[config.mk]
export PLATFORM = sky130hd
export DESIGN_NAME = muldiv_unit_flat
export DESIGN_NICKNAME = d
export VERILOG_FILES = /design/src/rtl/muldiv_unit_pkg.sv /design/src/rtl/muldiv_unit_if.sv /design/src/rtl/muldiv_unit.sv /design/src/flat_wrapper.sv
export SDC_FILE = /design/constraint.sdc
export NUM_CORES = 1
export LEC_CHECK = 0
export ABC_AREA = 1
export BUFFER_PORTS_ARGS = -buffer_cell sky130_fd_sc_hd__buf_2
export CAP_MARGIN = 5
export CORE_ASPECT_RATIO = 0.9
export CORE_MARGIN = 5
export CORE_UTILIZATION = 45
export CTS_CLUSTER_SIZE = 10
export DETAILED_ROUTE_END_ITERATION = 7
export HOLD_SLACK_MARGIN = 0.15
export PLACE_DENSITY = 0.71
export SYNTH_ARGS = -nofsm -noshare
export SYNTH_HDL_FRONTEND = slang
export SYNTH_SLANG_ARGS = --single-unit
[constraint.sdc]
create_clock -name clk -period 2.64 [get_ports clk]
set_input_delay 0.528 -clock clk [delete_from_list [all_inputs] [get_ports clk]]
set_output_delay 0.528 -clock clk [all_outputs]
set_load 0.02 [all_outputs]
[src/rtl/muldiv_unit_pkg.sv]
// Shared CPU definitions for the EX-stage multiply/divide unit.
package muldiv_unit_pkg;

  typedef enum logic [2:0] {
    MD_NONE  = 3'd0,
    MD_MULT  = 3'd1,
    MD_MULTU = 3'd2,
    MD_DIV   = 3'd3,
    MD_DIVU  = 3'd4,
    MD_MTHI  = 3'd5,
    MD_MTLO  = 3'd6
  } md_op_t;

  typedef enum logic [1:0] {
    MD_IDLE = 2'd0,
    MD_ITER = 2'd1,
    MD_FIX  = 2'd2
  } md_state_t;

  localparam int unsigned MD_ITERS = 32;
  localparam int unsigned MD_CNT_W = 5;

endpackage

[src/rtl/muldiv_unit_if.sv]
// EX-stage request/response bundle between the pipeline and muldiv_unit.
interface muldiv_unit_if;
  import muldiv_unit_pkg::*;

  logic        op_valid;
  md_op_t      op;
  logic [31:0] rs_data;
  logic [31:0] rt_data;
  logic        hilo_read;
  logic        flush;
  logic        stall;
  logic        busy;
  logic [31:0] hi;
  logic [31:0] lo;

  modport master (
    output op_valid, op, rs_data, rt_data, hilo_read, flush,
    input  stall, busy, hi, lo
  );

  modport slave (
    input  op_valid, op, rs_data, rt_data, hilo_read, flush,
    output stall, busy, hi, lo
  );
endinterface

[src/rtl/muldiv_unit.sv]
// Iterative 32-cycle MULT/MULTU/DIV/DIVU with architectural HI/LO registers.
// Multiply and divide share one 64-bit accumulator and a 5-bit iteration counter.
module muldiv_unit
  import muldiv_unit_pkg::*;
(
  input  logic         clk,
  input  logic         rst_n,
  muldiv_unit_if.slave bus
);

  md_state_t           state, next_state;
  logic [MD_CNT_W-1:0] cnt;
  logic [63:0]         acc;
  logic [31:0]         opb, rs_raw, hi_reg, lo_reg;
  logic                is_div, neg_res, neg_rem, div_zero;

  logic        iter_op, signed_op, div_op, accept, write_hi, write_lo, sa, sb, busy;
  logic [31:0] a_mag, b_mag, quo, rem, res_hi, res_lo;
  logic [32:0] mul_sum, rem_sh;
  logic        rem_ge;
  logic [63:0] acc_iter, product;

  always_comb begin
    iter_op   = bus.op inside {MD_MULT, MD_MULTU, MD_DIV, MD_DIVU};
    signed_op = bus.op inside {MD_MULT, MD_DIV};
    div_op    = bus.op inside {MD_DIV, MD_DIVU};
    accept    = bus.op_valid & iter_op & (state == MD_IDLE) & ~bus.flush;
    write_hi  = bus.op_valid & (bus.op == MD_MTHI) & (state == MD_IDLE) & ~bus.flush;
    write_lo  = bus.op_valid & (bus.op == MD_MTLO) & (state == MD_IDLE) & ~bus.flush;
    sa        = signed_op & bus.rs_data[31];
    sb        = signed_op & bus.rt_data[31];
    a_mag     = sa ? -bus.rs_data : bus.rs_data;
    b_mag     = sb ? -bus.rt_data : bus.rt_data;
  end

  // acc holds {partial product, multiplier} for MUL and {remainder, dividend/quotient} for DIV
  always_comb begin
    mul_sum  = {1'b0, acc[63:32]} + {1'b0, (acc[0] ? opb : 32'h0)};
    rem_sh   = acc[63:31];
    rem_ge   = rem_sh >= {1'b0, opb};
    acc_iter = is_div ? {(rem_ge ? 32'(rem_sh - {1'b0, opb}) : rem_sh[31:0]), acc[30:0], rem_ge}
                      : {mul_sum, acc[31:1]};
    product  = neg_res ? -acc : acc;
    quo      = neg_res ? -acc[31:0] : acc[31:0];
    rem      = neg_rem ? -acc[63:32] : acc[63:32];
    res_hi   = div_zero ? rs_raw : (is_div ? rem : product[63:32]);
    res_lo   = div_zero ? '1     : (is_div ? quo : product[31:0]);
  end

  always_comb begin
    next_state = state;
    case (state)
      MD_IDLE: if (accept) next_state = MD_ITER;
      MD_ITER: begin
        if (bus.flush)                                   next_state = MD_IDLE;
        else if (cnt == MD_CNT_W'(MD_ITERS - 1))         next_state = MD_FIX;
      end
      MD_FIX:  next_state = MD_IDLE;
      default: next_state = MD_IDLE;
    endcase
    busy = (state != MD_IDLE);
  end

  assign bus.busy  = busy;
  assign bus.stall = busy & (bus.op_valid | bus.hilo_read);
  assign bus.hi    = hi_reg;
  assign bus.lo    = lo_reg;

  always_ff @(posedge clk or negedge rst_n) begin
    if (!rst_n) state <= MD_IDLE;
    else        state <= next_state;
  end

  always_ff @(posedge clk or negedge rst_n) begin
    if (!rst_n) begin
      cnt      <= '0;
      acc      <= '0;
      opb      <= '0;
      rs_raw   <= '0;
      is_div   <= 1'b0;
      neg_res  <= 1'b0;
      neg_rem  <= 1'b0;
      div_zero <= 1'b0;
      hi_reg   <= '0;
      lo_reg   <= '0;
    end else begin
      if (accept) begin
        acc      <= {32'h0, (div_op ? a_mag : b_mag)};
        opb      <= div_op ? b_mag : a_mag;
        rs_raw   <= bus.rs_data;
        is_div   <= div_op;
        neg_res  <= sa ^ sb;
        neg_rem  <= sa;
        div_zero <= div_op & (bus.rt_data == '0);
        cnt      <= '0;
      end else if (state == MD_ITER) begin
        acc <= acc_iter;
        cnt <= cnt + MD_CNT_W'(1);
      end

      if (state == MD_FIX) begin
        if (!bus.flush) begin
          hi_reg <= res_hi;
          lo_reg <= res_lo;
        end
      end else begin
        if (write_hi) hi_reg <= bus.rs_data;
        if (write_lo) lo_reg <= bus.rs_data;
      end
    end
  end

endmodule

[src/flat_wrapper.sv]
// flat-port wrapper written by rule: the top's interface ports become plain ports
module muldiv_unit_flat import muldiv_unit_pkg::*;
  (clk, rst_n, bus_op_valid, bus_op, bus_rs_data, bus_rt_data, bus_hilo_read, bus_flush, bus_stall, bus_busy, bus_hi, bus_lo);
  muldiv_unit_if bus_i ();
  input  logic clk;
  input  logic rst_n;
  input wire logic [$bits(bus_i.op_valid)-1:0] bus_op_valid;
  input wire logic [$bits(bus_i.op)-1:0] bus_op;
  input wire logic [$bits(bus_i.rs_data)-1:0] bus_rs_data;
  input wire logic [$bits(bus_i.rt_data)-1:0] bus_rt_data;
  input wire logic [$bits(bus_i.hilo_read)-1:0] bus_hilo_read;
  input wire logic [$bits(bus_i.flush)-1:0] bus_flush;
  output wire logic [$bits(bus_i.stall)-1:0] bus_stall;
  output wire logic [$bits(bus_i.busy)-1:0] bus_busy;
  output wire logic [$bits(bus_i.hi)-1:0] bus_hi;
  output wire logic [$bits(bus_i.lo)-1:0] bus_lo;
  assign bus_i.op_valid = bus_op_valid;
  assign bus_i.op = bus_op;
  assign bus_i.rs_data = bus_rs_data;
  assign bus_i.rt_data = bus_rt_data;
  assign bus_i.hilo_read = bus_hilo_read;
  assign bus_i.flush = bus_flush;
  assign bus_stall = bus_i.stall;
  assign bus_busy = bus_i.busy;
  assign bus_hi = bus_i.hi;
  assign bus_lo = bus_i.lo;
  muldiv_unit u_core (.clk(clk), .rst_n(rst_n), .bus(bus_i));
endmodule
== Yosys cells after proc, flatten, opt, wreduce, memory -nomap -nowiden ==
Index checks and enable logic that the tools add are counted.

* Register bits: 203
* Latch bits: 0
* RAM bits: 0
* Memory bits (read-only): 0
* Input port bits: 72
* Memories: 0

* $add $sub $neg: 8
* Multiply operators: 0
* Div/mod/pow operators: 0
* Magnitude comparators: 1
* Eq/ne operators: 12
* Shift-type cells: 0
* Mux-type cells: 28
* Bitwise operators: 16
* Reduce and logical (&&, ||, !) cells: 12

{| class="wikitable"
|+ Operators by type and width
! cell !! count
|-
| $mux 32 || 18
|-
| $mux 64 || 4
|-
| $neg 32->32 || 4
|-
| $neg 64->64 || 1
|-
| $add 32x32->33 || 1
|-
| $ge 33x32->1 || 1
|-
| $logic_not 32->1 || 1
|-
| $sub 32x32->32 || 1
|-
| $and 1x1->1 || 13
|-
| $reduce_bool 2->1 || 6
|-
| $mux 5 || 2
|-
| $eq 3x3->1 const B || 3
|-
| $eq 3x2->1 const B || 2
|-
| $mux 2 || 3
|-
| $reduce_and 2->1 || 3
|-
| $add 5x1->5 const B || 1
|-
| $eq 5x5->1 const B || 1
|-
| $pmux 2 s2 || 1
|-
| $reduce_bool 4->1 || 1
|-
| $eq 3x1->1 const B || 1
|-
| $ne 3x2->1 const B || 1
|-
| $eq 2x1->1 const B || 1
|-
| $eq 2x2->1 const B || 1
|-
| $logic_not 2->1 || 1
|-
| 5 further kinds || 5
|}

== Longest topological paths before layout ==
* Depth in word-level cells: 7
* Gate-level depth with buffers: 22

== Worst setup path after synthesis ==
OpenSTA, ideal clock, no wires.

* Path kind: register -> register
* Start: register u_core.acc[0]
* End: register u_core.acc[49]
* Data arrival time: 2.492 ns
* Data required time: 2.523 ns
* Path slack: 0.031 ns
* Cell stages (with the launch flop): 22
* Buffers on the path: 2
* Path through: dfrtp_1 > buf_2 > buf_1 > nand2_1 > inv_1 > ha_1 > inv_1 > fa_1 > inv_1 > nand2_1 > o21ai_1 > nand2_1 > nand2_1 > nand2_1 > nand2_1 > nand2_1 > nand3_1 > nand3_1 > nand2_1 > inv_1 > nand3_1 > nand2_1

* Word-level cells in the longest chain between the ends: 5

{| class="wikitable"
|+ RTL lines
! element !! line !! RTL
|-
| from (decl) || muldiv_unit.sv:13 || <nowiki>logic [63:0] acc;</nowiki>
|-
| from (signal assigned) || muldiv_unit.sv:88 || <nowiki>acc <= {32'h0, (div_op ? a_mag : b_mag)};</nowiki>
|-
| from (signal assigned) || muldiv_unit.sv:97 || <nowiki>acc <= acc_iter;</nowiki>
|-
| $mux 32 || muldiv_unit.sv:38 || <nowiki>mul_sum = {1'b0, acc[63:32]} + {1'b0, (acc[0] ? opb : 32'h0)};</nowiki>
|-
| $add 32x32->33 || muldiv_unit.sv:38 ||
|-
| $mux 64 || muldiv_unit.sv:41 || <nowiki>acc_iter = is_div ? {(rem_ge ? 32'(rem_sh - {1'b0, opb}) : rem_sh[31:0]), acc[30:0], rem_ge}</nowiki>
|-
| $mux 64 || muldiv_unit.sv:96 || <nowiki>end else if (state == MD_ITER) begin</nowiki>
|-
| $mux 64 || muldiv_unit.sv:87 || <nowiki>if (accept) begin</nowiki>
|}

No other way between the ends. The select of a mux whose other input is x is not followed.
A chain may end at the register's enable or synchronous reset.

== Worst setup path after layout ==
* Start: register u_core.acc[0]
* End: register u_core.lo_reg[30], in the netlist u_core.bus.lo[30]

* Word-level cells in the longest chain between the ends: 6

{| class="wikitable"
|+ RTL lines
! element !! line !! RTL
|-
| $neg 64->64 or $neg 32->32 (tied branches) || muldiv_unit.sv:43, muldiv_unit.sv:44 ||
|-
| $mux 64 or $mux 32 (tied branches) || muldiv_unit.sv:43, muldiv_unit.sv:44 ||
|-
| $mux 32 * (2 in a row) || muldiv_unit.sv:47 || <nowiki>res_lo = div_zero ? '1 : (is_div ? quo : product[31:0]);</nowiki>
|-
| $mux 32 * || muldiv_unit.sv:102 || <nowiki>if (!bus.flush) begin</nowiki>
|-
| $mux 32 * || muldiv_unit.sv:101 || <nowiki>if (state == MD_FIX) begin</nowiki>
|-
| to (signal assigned) || muldiv_unit.sv:104 || <nowiki>lo_reg <= res_lo;</nowiki>
|-
| to (signal assigned) || muldiv_unit.sv:108 || <nowiki>if (write_lo) lo_reg <= bus.rs_data;</nowiki>
|-
| to (decl) || muldiv_unit.sv:14 || <nowiki>logic [31:0] opb, rs_raw, hi_reg, lo_reg;</nowiki>
|}

Every way passes the cells marked *; elsewhere a longest branch is shown, timed or not. The select of a mux whose other input is x is not followed.

==> impl_summary.log <==
[metrics] highest attainable clock frequency: 389 MHz
[metrics] clock transition at the registers of the reported paths: about 0.05 ns
[metrics] die footprint: between 40000 and 50000 um^2
[metrics] Critical Path Sink Type: flip-flop
[metrics] number of global-route vias before repair: roughly 21000
[metrics] run status: completed
[metrics] Core Area: between 40000 and 50000 um^2
[metrics] area leader, netlist: dfrtp_1
[metrics] count of endpoints failing setup in the final report: 0
[metrics] dominant cells by area after synthesis: dfrtp_1 26%, nand2_1 18%, nor2_1 10%
[metrics] maximum capacitance violations: 0
[metrics] final max-slew violation count: 0
[metrics] clock root buffer: clkbuf_16
[metrics] Wirelength per Cell: between 20 and 25 um
[metrics] EDFF count, synth: 0
[metrics] routed vias: approximately 23000
[metrics] unrepaired setup endpoints after global routing: yes
[metrics] latest clock arrival within the worst-skew pair: 0.56 ns
[metrics] placer congestion estimate: 1.07
[metrics] number of nets in the layout: 3651
[metrics] Cell Chain, Critical Path: buf_4 > inv_2 > ha_1 > nand2_1 > nor2_1 > nand2_1 > o21ai_2 > nand2_1 > a21oi_1 > o21ai_0 > a21oi_1 > o21ai_0
[metrics] total number of placement rows: 72
[metrics] Total Neg Setup Slack: 0 ns
[metrics] WL final: just under 90000 um
[metrics] maximum number of pins on one net before global-route repair: 69
[metrics] maximum root-to-sink buffer count: 3
[metrics] average size of a mapped cell: between 5 and 6 um^2
[metrics] Async SR Flop Fraction: between 90% and 100%
[metrics] max FFs per register: 64
[metrics] leading cell types in the layout, fill and taps excluded: 920 x nand2_1, 511 x nor2_1, 349 x inv_1
[metrics] DRC Markers: 0
[metrics] effective utilization at floorplan: 45.3%
[metrics] dominant register cell in the synthesized netlist: dfrtp_1
[metrics] number of buffers inserted by port buffering: approximately 140
[metrics] crit path DAT: 2.95 ns
[metrics] total iterations of the first detailed-routing run: 6
[metrics] post-layout minimum cycle time: 2.57 ns
[metrics] vertical die dimension: about 210 um
[metrics] max-slew headroom at the worst pin: ~47%
[metrics] clock buffers created by TritonCTS: 26
[metrics] leak pwr: around 0.012 uW
[metrics] most common cell after layout, fill and taps aside: nand2_1
[metrics] count of mapped cells out of synthesis: around 3200
[metrics] CP max stage delay: 0.43 ns
[metrics] antenna violations before repair: 3
[metrics] TritonCTS clock tree: done
[metrics] count of buffer and inverter cells on the critical path: 2
[metrics] first-pass GRT wire length: between 100000 and 150000 um
[metrics] most frequent cell on the critical path: nand2_1
[metrics] Vias per Instance: ~5.7
[metrics] Netlist Area Pre-Place: roughly 19000 um^2
[metrics] critical path required time: slightly above 3 ns
[metrics] critical path type: reg -> reg
[metrics] synthesized net count: 3369
[metrics] Synth cell types: 53
[metrics] Boundary Pins: roughly 140
[metrics] post-synthesis sequential area ratio: 26.3%
[metrics] post-route setup slack: 0.0715 ns
[metrics] hold crit path type: in -> reg
[metrics] top register by number of flip-flops: u_core.acc
[metrics] power per standard cell area: about 1100 nW/um^2
[metrics] Core Util, Final: about 54%
[metrics] initial detailed-routing violation count: around 3400
[metrics] total clock sinks: roughly 200
[metrics] largest vdd supply drop: roughly 0.56 mV
[metrics] die width: ~230 um
[metrics] detailed-placement wirelength estimate: roughly 72000 um
[metrics] synthesis-stage register bit count: about 200
[metrics] top cell type's share of synthesized area: 26.3%
[metrics] CTS H-tree depth: 1
[metrics] total routing usage reported by global routing: roughly 36%
[metrics] dominant delay contributor by cell family on the critical path: compound AO/OA/AOI/OAI gates
[metrics] maximum fanout along the worst path: 5
[metrics] startpoint class of the critical path: flip-flop
[metrics] P&R area growth vs syn: 20.2%
[metrics] worst setup slack after placement: 0.00335 ns
[metrics] layout cells sized above 1: 15.6%
[metrics] transition time at the pin with the least slew margin: between 0.7 and 0.8 ns
[metrics] Synth Warn #: 0
[metrics] Slowest cell on crit path: dfrtp_1
[metrics] number of hold violations in the final report: 0
[metrics] Max Clock Skew: slightly below 0.03 ns
[metrics] count of nets left with antenna violations after detail routing: 0
[metrics] fin crit share: a little over nine tenths
[metrics] global route total overflow: 0
-- cell type report --
cell class,count,area (um^2)
clock inverters,4,77.6
inverters,362,1360
fillers,4487,19500
clock buffers,32,714
well taps,555,694
repair buffers,375,2650
flip-flops and latches,203,5090
diodes,3,7.51
multi-input cells,2539,12600
-- worst paths after layout --
kind | from | end | slack [ns] | depth (start not counted)
worst min register to register | u_core.rs_raw[14] | u_core.rs_raw[14] | 0.48 | 2
min in group asynchronous | rst_n | u_core.opb[29] | 0.56 | 2
worst max register to register | u_core.acc[0] | u_core.bus.lo[30] | 0.07 | 12
max in group asynchronous | rst_n | u_core.bus.lo[1] | 1.34 | 3
worst min-delay path | bus_rt_data[31] | u_core.neg_res | 0.32 | 2
worst max-delay path | u_core.acc[0] | u_core.bus.lo[30] | 0.07 | 12
-- metrics by stage --
step | cell area [um^2] | hold slack, ns | instances | power [uW]
4_1_cts | 22900 | 0.301 | 4067 | 23500
5_1_grt | 23200 | 0.306 | 4070 | 26000
3_5_place_dp | 22100 | 0.469 | 4030 | 20000
3_3_place_gp | 22100 | 0.462 | 4030 | 20000
2_1_floorplan | 19300 | 0.232 | 3225 | 14100
6_report | 23200 | 0.321 | 4073 | 24500
-- cells in the mapped netlist, drive strengths merged, types with 8 or more instances --
library cell  number
o221ai            13
o21ai            239
nor2             548
nor3              42
buf               57
nand4             46
a21oi            205
dfrtp            203
a31oi             14
nand3            202
xnor2             17
xor2              65
nand2            952
inv              359
a22oi             19
clkbuf            64
o21bai             9
o211ai            31
o31ai             12
nand3b            16
ha                70
or2                8
-- repair_timing --
| action | 4_1_cts | 5_1_grt |
|---|---|---|
| hold buffers | 1 | 0 |
| buffers inserted | 0 | 3 |
| hold endpoints to repair | 63 | 0 |
| setup endpoints to repair | 0 | 33 |
| resized for setup | 0 | 91 |
-- cell families after synthesis --
logic type	after synthesis	share of synthesized area, %
AOI/OAI and AO/OA	566	16.4
xor gates and xnor gates	82	3.72
adders and majority gates	72	4.74
buffers and inverters	483	9.90
DFF	203	26.3
and+or+nand+nor	1819	39.0
-- layer usage --
layer,vias up,share of wire (%),GRT usage (%)
met2,1343,40,50.8
met1,10900,42,53.9
met3,187,13,9.22
li1,11000,-,-
met4,2,4.5,13.1
met5,-,0.015,0
-- power by group --
| part | total, uW | switching [uW] | leakage (uW) | internal, uW |
|---|---|---|---|---|
| combinational | 15700 | 10200 | 0.00883 | 5440 |
| sequential | 5340 | 1240 | 0.00246 | 4090 |
| clock | 3470 | 1400 | 0.000387 | 2070 |
| total | 24500 | 12900 | 0.0117 | 11600 |
-- worst reg2reg max path, delay by kind of cell, from the launching register on --
| family | cells | cell delay [ns] |
|---|---|---|
| AOI/OAI and AO/OA | 5 | 0.94 |
| buffers and inverters | 2 | 0.26 |
| DFF | 1 | 0.43 |
| adders and majority gates | 1 | 0.20 |
| and+or+nand+nor | 4 | 0.60 |
Power figures use the tool's default switching activity.
